<file path="config.mk">
export PLATFORM = sky130hd
export DESIGN_NAME = rf_seq_ctrl
export DESIGN_NICKNAME = d
export VERILOG_FILES = /design/src/rtl/rf_pkg.sv /design/src/rtl/rf_instr_dec.sv /design/src/rtl/rf_seq_ctrl.sv
export SDC_FILE = /design/constraint.sdc
export NUM_CORES = 1
export LEC_CHECK = 0
export CORE_MARGIN = 2
export CORE_UTILIZATION = 49
export DETAILED_ROUTE_END_ITERATION = 12
export GPL_ROUTABILITY_DRIVEN = 0
export PLACE_DENSITY = 0.91
export RECOVER_POWER = 25
export SLEW_MARGIN = 20
export SYNTH_ARGS = -nofsm -noshare
export SYNTH_HDL_FRONTEND = slang
export SYNTH_HIERARCHICAL = 1
export SYNTH_SLANG_ARGS = --single-unit
</file>
<file path="constraint.sdc">
create_clock -name clk -period 6.4 [get_ports clk]
set_input_delay 0.64 -clock clk [delete_from_list [all_inputs] [get_ports clk]]
set_output_delay 0.64 -clock clk [all_outputs]
set_load 0.1 [all_outputs]
</file>
<file path="src/rtl/rf_pkg.sv">
// Shared definitions for the register-file sequencing controller.
// Holds the default datapath widths, the opcode encodings, the bit
// positions of the fields inside the 9-bit instruction word and the
// controller state encoding.
package rf_pkg;

    // Default datapath geometry
    localparam int DEF_DATA_W = 9;
    localparam int DEF_ADDR_W = 2;
    localparam int DEF_CNT_W  = 8;

    // Instruction word: {opcode[8:6], rd[5:4], rs0[3:2], rs1[1:0]}
    localparam int OP_W    = 3;
    localparam int INSTR_W = 9;
    localparam int OP_LSB  = 6;
    localparam int RD_LSB  = 4;
    localparam int RS0_LSB = 2;
    localparam int RS1_LSB = 0;

    // Opcodes; every encoding is legal
    localparam logic [OP_W-1:0] OP_NOP = 3'b000;
    localparam logic [OP_W-1:0] OP_ADD = 3'b001;
    localparam logic [OP_W-1:0] OP_SUB = 3'b010;
    localparam logic [OP_W-1:0] OP_AND = 3'b011;
    localparam logic [OP_W-1:0] OP_OR  = 3'b100;
    localparam logic [OP_W-1:0] OP_XOR = 3'b101;
    localparam logic [OP_W-1:0] OP_NOT = 3'b110;
    localparam logic [OP_W-1:0] OP_LDI = 3'b111;

    typedef enum logic [1:0] {
        ST_IDLE  = 2'd0,
        ST_READ  = 2'd1,
        ST_EXEC  = 2'd2,
        ST_WRITE = 2'd3
    } state_e;

endpackage

</file>
<file path="src/rtl/rf_instr_dec.sv">
// Opcode decoder for the sequencing controller.
// Ports:
//   op_i       opcode to decode
//   next_st_o  state entered from IDLE when this opcode is accepted
//   uses_rs1_o opcode reads the second source operand
//   is_ldi_o   write data comes from the immediate, not the ALU
module rf_instr_dec
    import rf_pkg::*;
(
    input  logic [OP_W-1:0] op_i,
    output state_e          next_st_o,
    output logic            uses_rs1_o,
    output logic            is_ldi_o
);

    always_comb begin
        next_st_o  = ST_READ;
        uses_rs1_o = 1'b1;
        is_ldi_o   = 1'b0;
        case (op_i)
            OP_NOP: begin
                next_st_o  = ST_IDLE;
                uses_rs1_o = 1'b0;
            end
            OP_NOT: uses_rs1_o = 1'b0;
            OP_LDI: begin
                next_st_o  = ST_WRITE;
                uses_rs1_o = 1'b0;
                is_ldi_o   = 1'b1;
            end
            default: ;
        endcase
    end

endmodule

</file>
<file path="src/rtl/rf_seq_ctrl.sv">
// Sequencing controller for the 4 x 9-bit register file and its ALU.
// Takes one instruction at a time over valid/ready and walks it through
// READ -> EXEC -> WRITE (LDI skips straight to WRITE, NOP retires at once).
// Ports:
//   clk, rst                  clock, synchronous active-high reset
//   instr_valid/instr_ready   host handshake; instr/imm sampled on accept
//   alu_result                combinational ALU output for current rf data
//   rf_rd0_addr/rf_rd1_addr   register file read addresses
//   rf_wr_addr/en/data        register file write port
//   alu_op                    ALU operation select
//   busy, done, retired_cnt   status: in flight, retire pulse, retire count
module rf_seq_ctrl
    import rf_pkg::*;
#(
    parameter int DATA_W = DEF_DATA_W,
    parameter int ADDR_W = DEF_ADDR_W,
    parameter int CNT_W  = DEF_CNT_W
) (
    input  logic               clk,
    input  logic               rst,
    input  logic               instr_valid,
    output logic               instr_ready,
    input  logic [INSTR_W-1:0] instr,
    input  logic [DATA_W-1:0]  imm,
    input  logic [DATA_W-1:0]  alu_result,
    output logic [ADDR_W-1:0]  rf_rd0_addr,
    output logic [ADDR_W-1:0]  rf_rd1_addr,
    output logic [ADDR_W-1:0]  rf_wr_addr,
    output logic               rf_wr_en,
    output logic [DATA_W-1:0]  rf_wr_data,
    output logic [OP_W-1:0]    alu_op,
    output logic               busy,
    output logic               done,
    output logic [CNT_W-1:0]   retired_cnt
);

    state_e              state_q;
    logic [INSTR_W-1:0]  instr_q;
    logic [DATA_W-1:0]   imm_q;
    logic [DATA_W-1:0]   result_q;
    logic                done_q;
    logic [CNT_W-1:0]    cnt_q, cnt_d;
    logic [ADDR_W-1:0]   rd0_hold_q, rd1_hold_q;

    logic [OP_W-1:0]     op_q;
    logic [ADDR_W-1:0]   rd_q, rs0_q, rs1_q;
    logic                rd_phase;

    // Decoder input: the incoming opcode while idle (to pick the next
    // state), the latched opcode while an instruction is in flight.
    logic [OP_W-1:0]     dec_op;
    state_e              dec_next_st;
    logic                dec_uses_rs1;
    logic                dec_is_ldi;

    assign op_q  = instr_q[OP_LSB  +: OP_W];
    assign rd_q  = instr_q[RD_LSB  +: ADDR_W];
    assign rs0_q = instr_q[RS0_LSB +: ADDR_W];
    assign rs1_q = instr_q[RS1_LSB +: ADDR_W];

    assign dec_op = (state_q == ST_IDLE) ? instr[OP_LSB +: OP_W] : op_q;

    rf_instr_dec u_dec (
        .op_i       (dec_op),
        .next_st_o  (dec_next_st),
        .uses_rs1_o (dec_uses_rs1),
        .is_ldi_o   (dec_is_ldi)
    );

    assign rd_phase = (state_q == ST_READ) || (state_q == ST_EXEC);
    assign cnt_d    = cnt_q + CNT_W'(1);

    always_ff @(posedge clk) begin
        if (rst) begin
            state_q    <= ST_IDLE;
            instr_q    <= '0;
            imm_q      <= '0;
            result_q   <= '0;
            done_q     <= 1'b0;
            cnt_q      <= '0;
            rd0_hold_q <= '0;
            rd1_hold_q <= '0;
        end else begin
            done_q <= 1'b0;

            // Remember the last driven read addresses so they hold
            // outside READ/EXEC.
            if (rd_phase) rd0_hold_q <= rs0_q;
            if (rd_phase && dec_uses_rs1) rd1_hold_q <= rs1_q;

            case (state_q)
                ST_IDLE: begin
                    if (instr_valid) begin
                        instr_q <= instr;
                        imm_q   <= imm;
                        state_q <= dec_next_st;
                        // NOP retires on the accept edge itself
                        if (dec_next_st == ST_IDLE) begin
                            done_q <= 1'b1;
                            cnt_q  <= cnt_d;
                        end
                    end
                end
                ST_READ:  state_q <= ST_EXEC;
                ST_EXEC: begin
                    // rf read data became valid this cycle, so the ALU
                    // output reflects the real operands here.
                    result_q <= alu_result;
                    state_q  <= ST_WRITE;
                end
                ST_WRITE: begin
                    done_q  <= 1'b1;
                    cnt_q   <= cnt_d;
                    state_q <= ST_IDLE;
                end
                default: state_q <= ST_IDLE;
            endcase
        end
    end

    // All outputs below are pure decodes of registered state.
    assign instr_ready = (state_q == ST_IDLE);
    assign busy        = !instr_ready;
    assign done        = done_q;
    assign retired_cnt = cnt_q;

    assign rf_rd0_addr = rd_phase ? rs0_q : rd0_hold_q;
    assign rf_rd1_addr = (rd_phase && dec_uses_rs1) ? rs1_q : rd1_hold_q;

    assign rf_wr_en    = (state_q == ST_WRITE);
    assign rf_wr_addr  = rd_q;
    assign rf_wr_data  = !rf_wr_en ? '0 : (dec_is_ldi ? imm_q : result_q);

    assign alu_op      = (state_q == ST_IDLE) ? OP_NOP : op_q;

endmodule
</file>
==> summary.md, run 1 <==
| Metric | Value |
|---|---|
| Status | `complete, no violations` |
| HPWL after detailed placement | `2.82 mm` |
| Mapped cell area | `0.00187 mm^2` |
| Post-CTS Resized | `0` |
| Setup TNS | `0 ns` |
| Syn_nets | `246` |
| Core Util, Final | `70.0%` |
| Die Height | `65.7 um` |
| R2R Path End | `retired_cnt[6]` |
| LEAKAGE | `0.943 nW` |
| Vias in the first global route | `1,506` |
| Port Buffers | `59` |
| Yosys cell types | `27` |
| Critical path class | `flop to primary output` |
| FILL cells | `293` |
| Layout Nets | `298` |
| Tmin final | `4.12 ns` |
| Main synth FF type | `dfxtp_1` |
| Global route overflow | `0` |
| WHS Endpoint | `instr_q[7]` |
| Crit path required time | `5.76 ns` |
| Post-route ant nets | `0` |
| Number of cells on the worst reg-to-reg path | `9` |
| Overall Global Routing Usage | `20.6%` |
| Register area share after synthesis | `45.0%` |
| HP Start | `instr_q[7]` |
| Power Density | `413 mW/mm^2` |
| Mapped Avg Cell Area | `8.81 um^2` |
| CTS tree | `done` |
| Total power draw | `1.06 mW` |
| Post-synthesis cell count | `212` |
| Clk_lat worst skew | `0.30 ns` |
| Total Wirelength | `4.23 mm` |
| Post-synth EDFFs | `0` |
| CP top delay family | `buffers and inverters` |
| CP endpoint kind | `primary output` |
| Max Fclk | `243 MHz` |
| H-tree depth | `2` |
| Buf+Inv Stages, Crit Path | `2` |
| N_diodes | `0` |
| Slowest stage cell, crit path | `clkdlybuf4s50_1` |
| Chip width | `65.7 um` |
| Total CTS buffers | `5` |
| Skew final | `0.00879 ns` |
| Fraction of registers with async set/reset | `0%` |
| Fraction of layout cells with a size suffix above 1 | `5.28%` |
| Largest net degree at the start of global routing | `44` |
| CTS Hold Buffers Added | `0` |
| Ports | `60` |
| Critical-path maximum fanout | `16` |
| CTS clock-pin slew for the worst setup and hold paths | `0.08 ns` |
| Max capacitance violation total | `0` |
| Least-Margin Pin Slew | `0.995 ns` |
| Reg2Reg Setup Slack | `3.60 ns` |
| First-pass GRT wire length | `6.80 mm` |
| Warnings from Yosys | `6` |
| Setup bufs post-CTS | `0` |
| Final period utilization | `64.4%` |
| DRT Pass-1 Iters | `4` |
| Hold_ws | `0.452 ns` |
| Critical R2R Launch | `state_q[0]` |
| Final Max Tran Viols | `0` |
| Layout area overhead | `37.3%` |
| Die area | `0.00432 mm^2` |
| Routed len/inst | `13.5 um` |
| Final setup fails | `0` |
| Routed via count | `1,595` |
| Hold path cells | `2` |
| Hold Path Class | `flop to flop` |
| Synthesis-stage register bit count | `42` |
| Initial DRC Count | `74` |
| Cells along the critical path | `inv_1 -> ha_1 -> nor2b_1 -> a21o_1 -> or3_4 -> a21boi_0 -> nand2_1 -> mux2_2 -> clkdlybuf4s50_1` |
| Clk sinks | `42` |
| Initial antenna violation count | `0` |
| Initial core utilization | `51.0%` |
| Maximum vdd drop | `0.313 mV` |
| Clock Tree Buf Depth | `2` |
| Relative slew slack | `33.4%` |
| Fin. Hold Viols | `0` |
| Crit path DAT | `3.48 ns` |
| Crit path launch type | `flop` |
| RSZ-0062 raised after global routing | `false` |
| Drc violations | `0` |
| Mean number of vias per cell | `5.10` |
| Core Region | `0.00366 mm^2` |
| Root Buffer | `clkbuf_8` |
| Largest stage delay, worst path | `0.97 ns` |
| Num rows | `22` |
-- kinds of logic after synthesis --
| family | after synthesis | synth area share, % |
|---|---|---|
| DFF | 42 | 45.0 |
| muxes | 26 | 14.3 |
| xor gates and xnor gates | 4 | 1.88 |
| adders and majority gates | 4 | 2.68 |
| and+or+nand+nor | 87 | 22.1 |
| buffers and inverters | 18 | 4.22 |
| AOI/OAI and AO/OA | 31 | 9.79 |
-- cells in the final DEF (no fill, tap or decap) --
cell / count
clkdlybuf4s50_1: 59
dfxtp_1: 42
nand2_1: 40
mux2i_1: 21
a21oi_1: 20
nor2_1: 19
nor2b_1: 18
clkbuf_8: 5
xor2_1: 4
ha_1: 4
mux2_2: 3
inv_1: 3
a21o_1: 3
mux2_1: 2
a211oi_1: 2
o31ai_1: 2
or4_1: 2
o2111ai_1: 2
clkbuf_1: 2
and2_0: 1
and4bb_4: 1
nor3_1: 1
nor2_2: 1
nand3_1: 1
nand4_1: 1
o21ai_0: 1
bufinv_16: 1
buf_4: 1
and3_2: 1
or3_4: 1
a21boi_0: 1
-- per-stage QoR --
step	area (um^2)	instances	setup WS, ns
after detailed placement	2460	305	2.54
after global routing	2560	313	2.09
after global placement	2460	305	2.57
after CTS	2560	313	2.28
final	2560	313	2.28
after floorplan	1870	212	0.812
-- sequential cells by signal, summed over array words and instances (netlist names) --
signal / flops
done: 1
imm_q: 9
instr_q: 9
rd0_hold_q: 2
rd1_hold_q: 2
result_q: 9
retired_cnt: 8
state_q: 2
-- tightest hold or removal path: cells and delay by family, from the launching register on --
kind               cells  cell delay (ns)
DFF                    1             0.31
and+or+nand+nor        1             0.05
AOI/OAI and AO/OA      1             0.05
-- layer usage --
metal	vias up	global-route usage, %	wire length, um
li1	805	-	-
met1	735	25.3	1940
met2	47	33.8	1990
met3	8	5.99	228
met4	0	8.07	69
met5	-	0	0
-- power breakdown --
group	internal (mW)	switching [mW]
clock network	0.117	0.0876
registers	0.308	0.0255
logic	0.161	0.360
total	0.586	0.473
-- worst max path at each step --
stage / startpoint / to / depth (start not counted)
6_report: state_q[0] / rf_rd1_addr[0] / 9
5_1_grt: state_q[1] / rf_rd1_addr[1] / 9
4_1_cts: state_q[0] / rf_rd1_addr[0] / 9
3_5_place_dp: instr[8] / rf_rd1_addr[0] / 7
3_3_place_gp: instr[8] / rf_rd1_addr[1] / 7
2_1_floorplan: state_q[0] / rf_wr_data[0] / 9
-- area by class of cell --
cell class / instances / area (um^2) / share of cell area [%]
multi-input combinational: 152 / 947 / 36.9
sequential: 42 / 841 / 32.8
timing repair buffer: 60 / 598 / 23.3
clock buffer: 7 / 76.3 / 2.98
tap: 48 / 60.1 / 2.34
clock inverter: 1 / 30.0 / 1.17
inverter: 3 / 11.3 / 0.439
-- synthesized netlist by cell type (2+ instances only) --
master	number	area share, %
dfxtp_1	42	45
nand2_1	40	8.0
mux2i_1	21	11
a21oi_1	20	5.4
nor2_1	19	3.8
nor2b_1	18	6.0
clkbuf_1	12	2.4
mux2_2	5	3.0
ha_1	4	2.7
xor2_1	4	1.9
a21o_1	3	1.2
buf_4	3	1.2
inv_1	3	0.60
a211oi_1	2	0.80
o2111ai_1	2	0.94
o31ai_1	2	0.80
or4_1	2	0.80
(Power assumes the default switching activity.)
==> run 2, diff against run 1 <==
--- a/config.mk
+++ b/config.mk
@@ -6,10 +6,10 @@
 export NUM_CORES = 1
 export LEC_CHECK = 0
 export CORE_MARGIN = 2
-export CORE_UTILIZATION = 49
+export CORE_UTILIZATION = 46
 export DETAILED_ROUTE_END_ITERATION = 12
 export GPL_ROUTABILITY_DRIVEN = 0
-export PLACE_DENSITY = 0.91
+export PLACE_DENSITY = 0.87
 export RECOVER_POWER = 25
 export SLEW_MARGIN = 20
 export SYNTH_ARGS = -nofsm -noshare
==> constraint.sdc (replaced) <==
create_clock -name clk -period 4.3 [get_ports clk]
set_input_delay 0.43 -clock clk [delete_from_list [all_inputs] [get_ports clk]]
set_output_delay 0.43 -clock clk [all_outputs]
set_load 0.1 [all_outputs]
==> summary.md, run 2 (same netlist as run 1, synthesis figures left out) <==
| Metric | Value |
|---|---|
| Setup TNS | `0 ns (unchanged)` |
| FILL cells | `342 (+17%)` |
| Maximum vdd drop | `0.492 mV (+57%)` |
| Routed via count | `1,558 (-2.3%)` |
| Routed len/inst | `12.8 um (-5.4%)` |
| Cells along the critical path | `inv_1 -> ha_1 -> nor2b_2 -> a21o_1 -> or3_4 -> a21boi_0 -> nand2_1 -> mux2_2 -> buf_4` |
| Total CTS buffers | `5 (unchanged)` |
| HPWL after detailed placement | `2.76 mm (-2.1%)` |
| Post-route ant nets | `0 (unchanged)` |
| Largest net degree at the start of global routing | `44 (unchanged)` |
| Critical path class | `flop to primary output` |
| Post-CTS Resized | `0 (unchanged)` |
| Least-Margin Pin Slew | `0.985 ns (-0.00995 ns)` |
| Max Fclk | `310 MHz` |
| Total Wirelength | `4.03 mm (-4.8%)` |
| Port Buffers | `59 (unchanged)` |
| Clk_lat worst skew | `0.29 ns (about the same)` |
| Vias in the first global route | `1,449 (-3.8%)` |
| Initial core utilization | `47.4% (-3.6 points)` |
| Tmin final | `3.23 ns` |
| Power Density | `601 mW/mm^2 (+45%)` |
| Hold_ws | `0.455 ns (+0.00297 ns)` |
| LEAKAGE | `0.962 nW (+2.1%)` |
| Layout area overhead | `37.3% (unchanged)` |
| H-tree depth | `2 (unchanged)` |
| Core Region | `0.00394 mm^2 (+7.7%)` |
| Chip width | `67.7 um (+3.0%)` |
| Relative slew slack | `34.1% (+0.67 points)` |
| Initial DRC Count | `84 (+14%)` |
| Commonest non-fill, non-tap cell in the layout | `clkdlybuf4s50_1` |
| Layout Nets | `298 (unchanged)` |
| Final Max Tran Viols | `0 (unchanged)` |
| Die Height | `67.7 um (+3.0%)` |
| Slowest stage cell, crit path | `ha_1` |
| Overall Global Routing Usage | `18.5% (-2.2 points)` |
| Final setup fails | `0 (unchanged)` |
| Crit path required time | `3.87 ns (-1.89 ns)` |
| DRT Pass-1 Iters | `4 (unchanged)` |
| Clock Tree Buf Depth | `2 (unchanged)` |
| Max capacitance violation total | `0 (unchanged)` |
| Crit path DAT | `2.80 ns (-0.68 ns)` |
| N_diodes | `0 (unchanged)` |
| CTS tree | `done` |
| CP endpoint kind | `primary output` |
| Largest stage delay, worst path | `0.57 ns (-0.40 ns)` |
| Root Buffer | `clkbuf_8` |
| Highest-count cells in the layout ignoring fill and taps | `clkdlybuf4s50_1, dfxtp_1, nand2_1` |
| Final period utilization | `75.0%` |
| Num rows | `23 (+4.5%)` |
| Ports | `60 (unchanged)` |
| Drc violations | `0 (unchanged)` |
| Fin. Hold Viols | `0 (unchanged)` |
| Global route overflow | `0 (unchanged)` |
| Initial antenna violation count | `0 (unchanged)` |
| Crit path launch type | `flop` |
| Clk sinks | `42 (unchanged)` |
| Placed cells | `307 (+0.66%)` |
| Critical-path maximum fanout | `16 (unchanged)` |
| Skew final | `0.00446 ns (-0.00432 ns)` |
| Finished Layout Cells | `315 (+0.64%)` |
| Core Util, Final | `65.0% (-5.0 points)` |
| RSZ-0062 raised after global routing | `false` |
| Hold Path Class | `flop to flop` |
| Die area | `0.00458 mm^2 (+6.1%)` |
| Top flop regs | `imm_q x9, instr_q x9, result_q x9` |
| Mean number of vias per cell | `4.95 (-2.9%)` |
| Setup bufs post-CTS | `0 (unchanged)` |
| First-pass GRT wire length | `6.44 mm (-5.3%)` |
| Fraction of layout cells with a size suffix above 1 | `14.7% (+9.4 points)` |
| Status | `complete, no violations` |
| CTS Hold Buffers Added | `0 (unchanged)` |
| CTS clock-pin slew for the worst setup and hold paths | `0.07 ns (about the same)` |
==> run 2: cell count changes in the layout (fill, tap and decap cells not counted), sizes merged <==
| cell | before | now |
|---|---|---|
| buf | 1 | 12 |
| bufinv | 1 | 0 |
| clkinv | 0 | 1 |
| clkdlybuf4s50 | 59 | 48 |
==> run 2: cell type report <==
class	instances	area [um^2]	area share [%]
Timing Repair Buffer	60	571	22.3
Clock buffer	7	86.3	3.37
Tap cell	50	62.6	2.44
Inverter	3	11.3	0.439
Clock inverter	1	5.00	0.195
Multi-Input combinational cell	152	987	38.5
Sequential cell	42	841	32.8
==> run 2: critical path, delay by kind of cell (launching register included) <==
family | cells | cell delay [ns]
and+or+nand+nor | 3 | 0.60
adders and majority gates | 1 | 0.57
muxes | 1 | 0.35
DFF | 1 | 0.33
AOI/OAI and AO/OA | 2 | 0.33
buffers and inverters | 2 | 0.33
==> run 2: per-layer routing <==
layer / GRT usage (%) / vias up / share of wire (%)
li1: - / 805 / -
met5: 0 / - / 0
met2: 31.7 / 42 / 49
met4: 4.59 / 0 / 0.45
met3: 5.00 / 4 / 5.6
met1: 22.7 / 707 / 45
==> run 2: through the flow <==
| step | area, um^2 | setup slack, ns | power, mW |
|---|---|---|---|
| after floorplan | 1910 | 0.157 | 1.14 |
| after global placement | 2470 | 1.48 | 1.28 |
| final | 2560 | 1.07 | 1.54 |
| after global routing | 2560 | 0.903 | 1.63 |
| after CTS | 2560 | 1.07 | 1.56 |
| after detailed placement | 2470 | 1.40 | 1.30 |
==> run 2: path summary, 6_finish.rpt <==
path	cells past startpoint	end	startpoint	slack, ns
worst min-delay path	2	instr_q[3]	instr_q[3]	0.46
worst max register to register	9	retired_cnt[6]	state_q[0]	1.47
worst min register to register	2	instr_q[3]	instr_q[3]	0.46
worst max-delay path	9	rf_rd1_addr[1]	state_q[0]	1.07
==> run 2: power by group <==
part	internal (mW)	switching (mW)	leakage, nW
combinational	0.245	0.540	0.572
clock	0.130	0.129	0.0482
sequential	0.459	0.0395	0.342
==> run 3, diff against run 2 <==
--- a/config.mk
+++ b/config.mk
@@ -6,10 +6,10 @@
 export NUM_CORES = 1
 export LEC_CHECK = 0
 export CORE_MARGIN = 2
-export CORE_UTILIZATION = 46
+export CORE_UTILIZATION = 41
 export DETAILED_ROUTE_END_ITERATION = 12
 export GPL_ROUTABILITY_DRIVEN = 0
-export PLACE_DENSITY = 0.87
+export PLACE_DENSITY = 0.82
 export RECOVER_POWER = 25
 export SLEW_MARGIN = 20
 export SYNTH_ARGS = -nofsm -noshare
==> constraint.sdc (replaced) <==
create_clock -name clk -period 2.9 [get_ports clk]
set_input_delay 0.29 -clock clk [delete_from_list [all_inputs] [get_ports clk]]
set_output_delay 0.29 -clock clk [all_outputs]
set_load 0.1 [all_outputs]
==> summary.md, run 3 (same netlist as run 1, synthesis figures left out) <==
| Metric | Value |
|---|---|
| Status | `complete, no violations` |
| DRT Pass-1 Iters | `4 (unchanged)` |
| Post-CTS Resized | `0 (unchanged)` |
| Layout area overhead | `42.8%` |
| Top flop regs | `imm_q x9, instr_q x9, result_q x9` |
| Layout Nets | `298 (unchanged)` |
| Total CTS buffers | `5 (unchanged)` |
| Global route overflow | `0 (unchanged)` |
| Vias in the first global route | `1,524 (+5.2%)` |
| Commonest non-fill, non-tap cell in the layout | `dfxtp_1` |
| Clk sinks | `42 (unchanged)` |
| Fin. Hold Viols | `0 (unchanged)` |
| Core Region | `0.00438 mm^2 (+11%)` |
| Num rows | `24 (+4.3%)` |
| CTS tree | `done` |
| Critical path class | `flop to primary output` |
| Final setup fails | `0 (unchanged)` |
| Root Buffer | `clkbuf_8` |
| Initial DRC Count | `92 (+9.5%)` |
| Finished Layout Cells | `315 (unchanged)` |
| Met2 Use GR | `28.9% (-2.8 points)` |
| Crit path launch type | `flop` |
| Met1 Resource Use GR | `21.4% (-1.4 points)` |
| H-tree depth | `2 (unchanged)` |
| Total Wirelength | `4.19 mm (+4.1%)` |
| RSZ-0062 raised after global routing | `false` |
| Maximum vdd drop | `0.617 mV (+25%)` |
| CP endpoint kind | `primary output` |
| Clk_lat worst skew | `0.29 ns (about the same)` |
| Highest-count cells in the layout ignoring fill and taps | `dfxtp_1, nand2_1, clkdlybuf4s50_1` |
| CTS Hold Buffers Added | `0 (unchanged)` |
| Initial antenna violation count | `0 (unchanged)` |
| Max capacitance violation total | `0 (unchanged)` |
| Clock Tree Buf Depth | `2 (unchanged)` |
| Placed cells | `309 (+0.65%)` |
| Total power draw | `2.33 mW (+51%)` |
| GR peak layer | `met2` |
| Largest net degree at the start of global routing | `25 (-43%)` |
| Met3 Use GR | `5.20% (+0.20 points)` |
| Crit path DAT | `2.48 ns (-0.32 ns)` |
| Fraction of layout cells with a size suffix above 1 | `17.9% (+3.2 points)` |
| Least-Margin Pin Slew | `1.16 ns (+0.178 ns)` |
| Port Buffers | `59 (unchanged)` |
| Routed len/inst | `13.3 um (+4.1%)` |
| Die area | `0.00511 mm^2 (+11%)` |
| Setup TNS | `0 ns (unchanged)` |
| Mean number of vias per cell | `4.92 (-0.45%)` |
| HPWL after detailed placement | `3.02 mm (+9.4%)` |
| Critical-path maximum fanout | `16 (unchanged)` |
| Final Max Tran Viols | `0 (unchanged)` |
| Hold Path Class | `flop to flop` |
| Power Density | `873 mW/mm^2 (+45%)` |
| Post-route ant nets | `0 (unchanged)` |
| CTS clock-pin slew for the worst setup and hold paths | `0.07 ns (about the same)` |
| Chip width | `71.5 um (+5.6%)` |
| Max Fclk | `361 MHz` |
| Final period utilization | `95.5%` |
| Skew final | `0.00735 ns (+0.00289 ns)` |
| Drc violations | `0 (unchanged)` |
| Ports | `60 (unchanged)` |
| Initial core utilization | `42.6% (-4.8 points)` |
| Crit path required time | `2.61 ns (-1.26 ns)` |
| Core Util, Final | `60.8% (-4.2 points)` |
| N_diodes | `0 (unchanged)` |
| LEAKAGE | `0.977 nW (+1.5%)` |
| Relative slew slack | `22.8% (-11 points)` |
| First-pass GRT wire length | `6.87 mm (+6.6%)` |
| Setup bufs post-CTS | `0 (unchanged)` |
| Routed via count | `1,551 (-0.45%)` |
| Tmin final | `2.77 ns` |
| Die Height | `71.5 um (+5.6%)` |
| Reg2Reg Setup Slack | `0.35 ns (-1.12 ns)` |
| Overall Global Routing Usage | `17.1% (-1.3 points)` |
[run 3: cell type report]
cell class,count,area [um^2]
Fill cell,396,1720
Timing Repair Buffer,60,616
Inverter,3,11.3
Multi-Input combinational cell,152,1050
Tap cell,52,65.1
Sequential cell,42,841
Clock buffer,6,82.6
[run 3: per-stage QoR]
| stage | instance area [um^2] | hold slack (ns) | setup slack, ns |
|---|---|---|---|
| 2_1_floorplan | 1980 | 0.426 | 0.00903 |
| 3_3_place_gp | 2630 | 0.440 | 0.435 |
| 3_5_place_dp | 2630 | 0.449 | 0.393 |
| 4_1_cts | 2710 | 0.459 | 0.125 |
| 5_1_grt | 2670 | 0.484 | 0.0238 |
| 6_report | 2670 | 0.456 | 0.129 |
[run 3: worst paths after layout]
path | startpoint | end | cells past startpoint
setup / recovery | state_q[0] | rf_rd1_addr[1] | 9
hold / removal | instr_q[4] | instr_q[4] | 2
setup reg to reg | state_q[0] | retired_cnt[6] | 9
hold reg to reg | instr_q[4] | instr_q[4] | 2
[run 3: per-layer routing]
metal / part of all wire, % / wire, um / vias to the layer above
li1: - / - / 807
met1: 44 / 1850 / 697
met2: 49 / 2050 / 43
met3: 6.1 / 255 / 4
met4: 0.72 / 30 / 0
met5: 0 / 0 / -
[run 3: power by group]
group	leakage, nW	switching (mW)	internal (mW)	total, mW
Combinational	0.591	0.833	0.397	1.23
Clock	0.0431	0.176	0.183	0.360
Sequential	0.342	0.0566	0.681	0.738
Total	0.977	1.07	1.26	2.33
[run 3: critical path, stage by stage, from the launching register on]
cell      delay [ns]
dfxtp_1         0.33
inv_1           0.13
ha_4            0.29
nor2b_4         0.06
a21o_1          0.18
or3_4           0.40
a21boi_0        0.14
nand2_1         0.11
mux2_2          0.38
buf_12          0.18
